$ cat src/rtl/div_tick_timer.sv
// div_tick_timer
// Selects one of four divided clock levels, re-times it into the mclk domain,
// converts each rising edge into a one-cycle tick enable, and runs a
// programmable down-counting timer (one-shot or periodic) on those ticks.
// All state lives on mclk; the divided levels are only ever sampled as data.
module div_tick_timer #(
  parameter int unsigned WIDTH = 16
) (
  input  logic             mclk,
  input  logic             rst_n,
  input  logic [3:0]       div_clk,
  input  logic [1:0]       sel,
  input  logic             start,
  input  logic             stop,
  input  logic             mode,
  input  logic [WIDTH-1:0] load_val,
  output logic             tick,
  output logic             busy,
  output logic             done,
  output logic [WIDTH-1:0] count
);

  typedef enum logic {
    IDLE,
    RUN
  } state_e;

  // Source selection and re-timing
  logic [1:0]       sel_q;
  logic             sync1_q;
  logic             sync2_q;
  logic             edge_q;
  logic [1:0]       blank_q;
  logic [1:0]       blank_d;
  logic             tick_q;
  logic             tick_d;
  logic             sel_chg;
  logic             src_bit;

  // Timer
  state_e           state_q;
  logic             busy_q;
  logic             done_q;
  logic             mode_q;
  logic [WIDTH-1:0] count_q;
  logic [WIDTH-1:0] reload_q;

  // Pick the source through the registered select and derive the tick.
  // A select change leaves old-source and new-source samples mixed in the
  // sync chain for three edges; the blanking window hides any false edge
  // that mix would produce, so the first tick afterwards is a real rise.
  always_comb begin
    sel_chg = (sel != sel_q);
    src_bit = div_clk[sel_q];
    if (sel_chg) begin
      blank_d = 2'd3;
    end else if (blank_q != 2'd0) begin
      blank_d = blank_q - 2'd1;
    end else begin
      blank_d = 2'd0;
    end
    tick_d = (blank_q == 2'd0) ? (sync2_q & ~edge_q) : 1'b0;
  end

  // Select register, two-flop synchroniser, edge flop and registered tick.
  always_ff @(posedge mclk or negedge rst_n) begin
    if (!rst_n) begin
      sel_q   <= '0;
      sync1_q <= 1'b0;
      sync2_q <= 1'b0;
      edge_q  <= 1'b0;
      blank_q <= '0;
      tick_q  <= 1'b0;
    end else begin
      sel_q   <= sel;
      sync1_q <= src_bit;
      sync2_q <= sync1_q;
      edge_q  <= sync2_q;
      blank_q <= blank_d;
      tick_q  <= tick_d;
    end
  end

  // Timer FSM: accepts start in IDLE, counts ticks down in RUN, stop aborts.
  always_ff @(posedge mclk or negedge rst_n) begin
    if (!rst_n) begin
      state_q  <= IDLE;
      busy_q   <= 1'b0;
      done_q   <= 1'b0;
      mode_q   <= 1'b0;
      count_q  <= '0;
      reload_q <= '0;
    end else begin
      done_q <= 1'b0;
      case (state_q)
        IDLE: begin
          if (start && !stop) begin
            if (load_val == '0) begin
              // Zero period expires immediately without entering RUN.
              done_q <= 1'b1;
            end else begin
              state_q  <= RUN;
              busy_q   <= 1'b1;
              count_q  <= load_val;
              reload_q <= load_val;
              mode_q   <= mode;
            end
          end
        end
        RUN: begin
          if (stop) begin
            state_q <= IDLE;
            busy_q  <= 1'b0;
            count_q <= '0;
          end else if (tick_q) begin
            if (count_q > WIDTH'(1)) begin
              count_q <= count_q - WIDTH'(1);
            end else begin
              done_q <= 1'b1;
              if (mode_q) begin
                count_q <= reload_q;
              end else begin
                state_q <= IDLE;
                busy_q  <= 1'b0;
                count_q <= '0;
              end
            end
          end
        end
        default: begin
          state_q <= IDLE;
          busy_q  <= 1'b0;
          count_q <= '0;
        end
      endcase
    end
  end

  assign tick  = tick_q;
  assign busy  = busy_q;
  assign done  = done_q;
  assign count = count_q;

endmodule

$ cat config.mk
export PLATFORM = sky130hd
export DESIGN_NAME = div_tick_timer
export DESIGN_NICKNAME = d
export VERILOG_FILES = /design/src/rtl/div_tick_timer.sv
export SDC_FILE = /design/constraint.sdc
export NUM_CORES = 1
export LEC_CHECK = 0
export ABC_CLOCK_PERIOD_IN_PS = 1900
export CAP_MARGIN = 20
export CORE_ASPECT_RATIO = 0.6
export CORE_MARGIN = 4
export CORE_UTILIZATION = 35
export DETAILED_ROUTE_END_ITERATION = 8
export PLACE_DENSITY_LB_ADDON = 0.2
export REMOVE_ABC_BUFFERS = 1
export SYNTH_ARGS = -nofsm -noshare
export SYNTH_HDL_FRONTEND = slang
export SYNTH_SLANG_ARGS = --single-unit
$ cat constraint.sdc
create_clock -name mclk -period 1.9 [get_ports mclk]
set_input_delay 0.38 -clock mclk [delete_from_list [all_inputs] [get_ports mclk]]
set_output_delay 0.38 -clock mclk [all_outputs]
set_load 0.005 [all_outputs]
==> results.json, run 1 <==
{
  "status": "finished, violations left",
  "violations": "setup timing",
  "crit_fanout": 2,
  "netlist.area_leader.share_pct": 47.7,
  "place_ws_ns": -0.583,
  "ys.flop_type": "dfrtp_1",
  "yosys-top-cells-area": "dfrtp_1 48%, mux2_2 11%, a22oi_1 3.9%",
  "maxSlewViolCount": 0,
  "reg2reg_slack_ns": -0.08,
  "worstPathRequired_ns": 2.12,
  "drt_iter0_markers": 112,
  "antenna_cells": 0,
  "finalHoldViolCount": 0,
  "synthTopCellsByCount": "44 x dfrtp_1, 23 x mux2_2, 16 x nand2_1",
  "max_stage_delay_ns": 0.52,
  "grt_max_degree": 45,
  "grt_overflow_total": 0,
  "dr.pass1.iters": 4,
  "fp-row-count": 22,
  "avgSynthCellArea_um2": 10.7,
  "critPathSlowestCell": "or4b_4",
  "synth_warnings": 0,
  "worstMarginPinSlew_ns": 0.437,
  "power_density_nw_per_um2": 818,
  "setup_ws_ns": -0.0757,
  "vias_per_cell": 5.12,
  "synthesis.area_um2": 2310,
  "yosysSeqAreaShare_pct": 47.7,
  "finalCriticalPeriod_ns": 1.98,
  "clkLatencyLatePin_ns": 0.30,
  "cts_root_buf": "clkbuf_8",
  "antenna_found_initial": 0,
  "wl_per_cell_um": 16.6,
  "cp-end-kind": "flip-flop",
  "worstSetupStartpointType": "flip-flop",
  "core_um2": 6250,
  "slew_headroom_pct": 70.9,
  "grt_pass1_vias": 2061,
  "drive_gt1_share_pct": 42.9,
  "final_core_util_pct": 60.3,
  "synth_top_area_cell": "dfrtp_1",
  "setup_viol_count_final": 2,
  "clk_pin_slew_ns": 0.08,
  "synthCells": 215,
  "cts_inserted_buffers": 5,
  "hpwlAfterDp_um": 4820,
  "peakVddDrop_mv": 0.432,
  "drv_cap": 0,
  "htreeDepth": 2,
  "synth_most_common_cell": "dfrtp_1",
  "synth-edff-count": 0,
  "grt_first_pass_wirelength_um": 10900,
  "rsz0062_at_grt": "true",
  "power_mw": 3.08,
  "num_io_pins": 46,
  "area_growth_pct": 63.1,
  "yosysUniqueCellTypes": 43,
  "worstSetupPathType": "reg2reg",
  "fp.dieArea_um2": 8000,
  "nets": 369,
  "cts_buffer_depth": 2,
  "initial_core_util_pct": 36.9,
  "async_flop_share_pct": 100,
  "vias": 2172,
  "hold_buffers": 0,
  "cellLeakagePower_nw": 1.65,
  "groute.usage.overall_pct": 17.4,
  "die_w_um": 113,
  "numPortBuffers": 45,
  "ys_ff_latch": 44,
  "placed_area_um2": 3320,
  "place_congestion": 0.829,
  "achievable-frequency_mhz": 506,
  "cts_sinks": 44,
  "dp_cells": 396,
  "routed_wl_um": 7020,
  "final_area_um2": 3760,
  "finalCritPeriodShare_pct": 104,
  "dieHeight_um": 70.9,
  "skew_ns": 0.00656,
  "cts_tree": "done",
  "arrival_ns": 2.20,
  "drc": 0,
  "hp-class": "in2async",
  "ant_nets": 0,
  "final_cells": 424,
  "cp_cell_sequence": "buf_6 > nor3_4 > nand3_2 > or4b_4 > or4_1 > o211ai_1"
}
## sequential cells by signal (all words and copies together), names as in the netlist
name,count
blank_q,2
busy,1
count,16
done,1
edge_q,1
mode_q,1
reload_q,16
sel_q,2
state_q,1
sync1_q,1
sync2_q,1
tick,1
## path summary, 6_finish.rpt
| kind | startpoint | to | cells past startpoint |
|---|---|---|---|
| worst max-delay path | count[3]$_DFFE_PN0P_ | count[13]$_DFFE_PN0P_ | 6 |
| worst min-delay path | rst_n | busy$_DFFE_PN0P_ | 2 |
| worst max register to register | count[3]$_DFFE_PN0P_ | count[13]$_DFFE_PN0P_ | 6 |
| worst min register to register | sync1_q$_DFF_PN0_ | sync2_q$_DFF_PN0_ | 0 |
| max in group asynchronous | rst_n | count[0]$_DFFE_PN0P_ | 2 |
| min in group mclk | sync1_q$_DFF_PN0_ | sync2_q$_DFF_PN0_ | 0 |
## logic make-up (layout without fill, tap and decap cells)
group | count (synthesis) | count (layout) | share of synthesized area (%)
DFF | 44 | 44 | 47.7
and+or+nand+nor | 62 | 63 | 15.2
xor gates and xnor gates | 13 | 13 | 4.93
adders and majority gates | 2 | 2 | 1.08
buffers and inverters | 17 | 141 | 2.87
muxes | 27 | 27 | 13.7
AOI/OAI and AO/OA | 50 | 50 | 14.5
## per-stage QoR
step | hold WS (ns) | TNS [ns]
CTS | 0.0558 | -0.362
floorplan | 0.0844 | -1.06
global placement | 0.335 | -19.80
global route | 0.0672 | -0.916
detailed placement | 0.338 | -17.90
finish | 0.0325 | -0.126
## final cells by class
cell class | count | area, um^2
Multi-Input combinational cell | 155 | 1300
Fill cell | 508 | 2480
Sequential cell | 44 | 1100
Timing Repair Buffer | 129 | 1160
Inverter | 5 | 18.8
Tap cell | 84 | 105
Clock inverter | 1 | 5.00
Clock buffer | 6 | 72.6
## placed cells by master (no fill, tap or decap), drive strengths merged, types with 7 or more instances in the layout
master,n
a22oi,12
buf,84
clkbuf,7
clkdlybuf4s50,38
dfrtp,44
mux2,24
nand2,16
nor2,14
nor3,9
o21ai,11
xor2,7
## worst max-delay path: cells and delay by family (launching register included)
| family | cells | cell delay (ns) |
|---|---|---|
| AND/OR/NAND/NOR | 4 | 1.22 |
| AO/OA/AOI/OAI | 1 | 0.09 |
| buffers and inverters | 1 | 0.15 |
| flip-flops | 1 | 0.44 |
## power breakdown
part | switching (mW) | internal, mW | total [mW]
Sequential | 0.125 | 1.09 | 1.21
Clock | 0.314 | 0.251 | 0.564
Combinational | 0.547 | 0.755 | 1.30
Total | 0.986 | 2.09 | 3.08
## routing by layer
layer / GRT usage, % / routed length [um] / vias to the layer above
met3: 4.02 / 564 / 8
met1: 27.4 / 3530 / 1037
met2: 23.5 / 2860 / 82
li1: - / - / 1045
met5: 0 / 0 / -
met4: 4.53 / 70 / 0
## timing repair
action	CTS	global route
resized for setup	13	38
pin swaps	7	13
buffers inserted	7	11
cloned	1	2
setup endpoints to repair	36	26
Power figures use the tool's default switching activity.
==> inputs of run 2 (changes only) <==
Settings changed: CORE_UTILIZATION 35 to 46.
==> results.json, run 2 (synthesis results as in run 1) <==
{
  "netSwitchingPower_mw": 1.02,
  "htreeDepth": 2,
  "ant_nets": 0,
  "cp-end-kind": "flip-flop",
  "drt_iter0_markers": 121,
  "dieHeight_um": 62.9,
  "finalCriticalPeriod_ns": 1.96,
  "peakVddDrop_mv": 0.524,
  "routed_wl_um": 7110,
  "multi_input_area_um2": 1340,
  "drv_cap": 0,
  "dr.pass1.iters": 4,
  "maxSlewViolCount": 0,
  "cts_buffer_depth": 2,
  "final_core_util_pct": 78.5,
  "grt_first_pass_wirelength_um": 10700,
  "numPortBuffers": 45,
  "grt_overflow_total": 0,
  "vias": 2172,
  "die_w_um": 99.5,
  "hpwlAfterDp_um": 4920,
  "setup_tns_ns": -0.133,
  "clk_pin_slew_ns": 0.08,
  "nFillCells": 283,
  "critPathSlowestCell": "or4_4",
  "fin_hold_ws_ns": 0.146,
  "crit_fanout": 5,
  "rsz0062_at_grt": "true",
  "place_ws_ns": -0.383,
  "finalHoldViolCount": 0,
  "core_um2": 4710,
  "place_congestion": 0.932,
  "max_stage_delay_ns": 0.50,
  "internal_power_mw": 2.12,
  "num_io_pins": 46,
  "cts_tree": "done",
  "drc": 0,
  "final_cells": 393,
  "power_density_nw_per_um2": 851,
  "cellLeakagePower_nw": 1.63,
  "critical_path.top_delay_family": "simple AND/OR/NAND/NOR gates",
  "worstSetupPathType": "reg2reg",
  "power_mw": 3.15,
  "grt_max_degree": 45,
  "final_common_cell": "buf_4",
  "status": "finished, violations left",
  "finalCritPeriodShare_pct": 103,
  "seqPwrFrac_pct": 39.2,
  "placed_area_um2": 3280,
  "drive_gt1_share_pct": 43.6,
  "fp.dieArea_um2": 6250,
  "worstMarginPinSlew_ns": 0.557,
  "worstPathRequired_ns": 2.11,
  "nets": 358,
  "path_buf_inv": 2,
  "pwr-share-clk_pct": 19.4,
  "swShare_pct": 32.5,
  "final_area_um2": 3700,
  "violations": "setup timing",
  "initial_core_util_pct": 49.0,
  "slew_headroom_pct": 62.8,
  "skew_ns": 0.00551,
  "final_cell_mix": "64 x buf_4, 41 x dfrtp_1, 38 x clkdlybuf4s50_1",
  "cts_inserted_buffers": 5,
  "achievable-frequency_mhz": 509,
  "combPwrFrac_pct": 41.4,
  "worstSetupStartpointType": "flip-flop",
  "cts_sinks": 44,
  "seq_area_um2": 1100,
  "dp_cells": 373,
  "cp_cell_sequence": "inv_2 > ha_4 > o211ai_1 > nor2_2 > buf_4 > or4_4 > o211ai_1",
  "cts_root_buf": "clkbuf_8",
  "wl_per_cell_um": 18.1,
  "area_growth_pct": 60.2,
  "hp-class": "in2async",
  "antenna_found_initial": 0,
  "cpMostUsedCell": "o211ai_1",
  "fp-row-count": 19,
  "clkLatencyLatePin_ns": 0.30,
  "vias_per_cell": 5.53,
  "arrival_ns": 2.17,
  "grt_pass1_vias": 2096,
  "antenna_cells": 0,
  "setup_ws_ns": -0.0642,
  "setup_viol_count_final": 6,
  "groute.usage.overall_pct": 21.8
}
-- run 2: repair_timing --
action	in CTS	in global routing
resized for setup	14	52
pin swaps	2	15
setup endpoints to repair	17	34
hold buffers	0	0
hold endpoints to repair	0	0
setup buffers	4	8
-- run 2: area by class of cell --
type	instances	area share (%)
clock buffer	6	2.23
multi-input combinational	154	36.1
timing repair buffer	119	28.9
tap	63	2.13
inverter	5	0.508
clock inverter	2	0.271
sequential	44	29.9
-- run 2: worst register-to-register path, stage by stage (launching register included) --
cell and delay [ns]:
dfrtp_1 0.43, inv_2 0.08, ha_4 0.18, o211ai_1 0.31, nor2_2 0.12, buf_4 0.15, or4_4 0.50, o211ai_1 0.10
-- run 2: metal layers --
layer | wire length [um] | up-vias | GRT usage (%) | part of all wire [%]
li1 | - | 1024 | - | -
met3 | 548 | 7 | 5.69 | 7.7
met4 | 48 | 0 | 3.92 | 0.68
met5 | 0 | - | 0 | 0
met2 | 3340 | 76 | 31.5 | 47
met1 | 3180 | 1065 | 33.0 | 45
-- run 2: final timing paths --
check	start	endpoint	slack (ns)	cells past startpoint
worst min register to register	sync1_q$_DFF_PN0_	sync2_q$_DFF_PN0_	0.37	0
worst max-delay path	count[1]$_DFFE_PN0P_	count[13]$_DFFE_PN0P_	-0.06	7
min in group mclk	sync1_q$_DFF_PN0_	sync2_q$_DFF_PN0_	0.37	0
max in group asynchronous	rst_n	count[2]$_DFFE_PN0P_	1.34	2
worst max register to register	count[1]$_DFFE_PN0P_	count[13]$_DFFE_PN0P_	-0.06	7
worst min-delay path	rst_n	count[5]$_DFFE_PN0P_	0.15	2
-- run 2: power groups by stage --
stage	Combinational (mW)	Sequential [mW]	Clock, mW
after floorplan	0.478	1.24	0
after global placement	1.06	1.22	0
after detailed placement	1.08	1.23	0
after global routing	1.41	1.26	0.660
after CTS	1.14	1.21	0.617
final	1.30	1.23	0.609
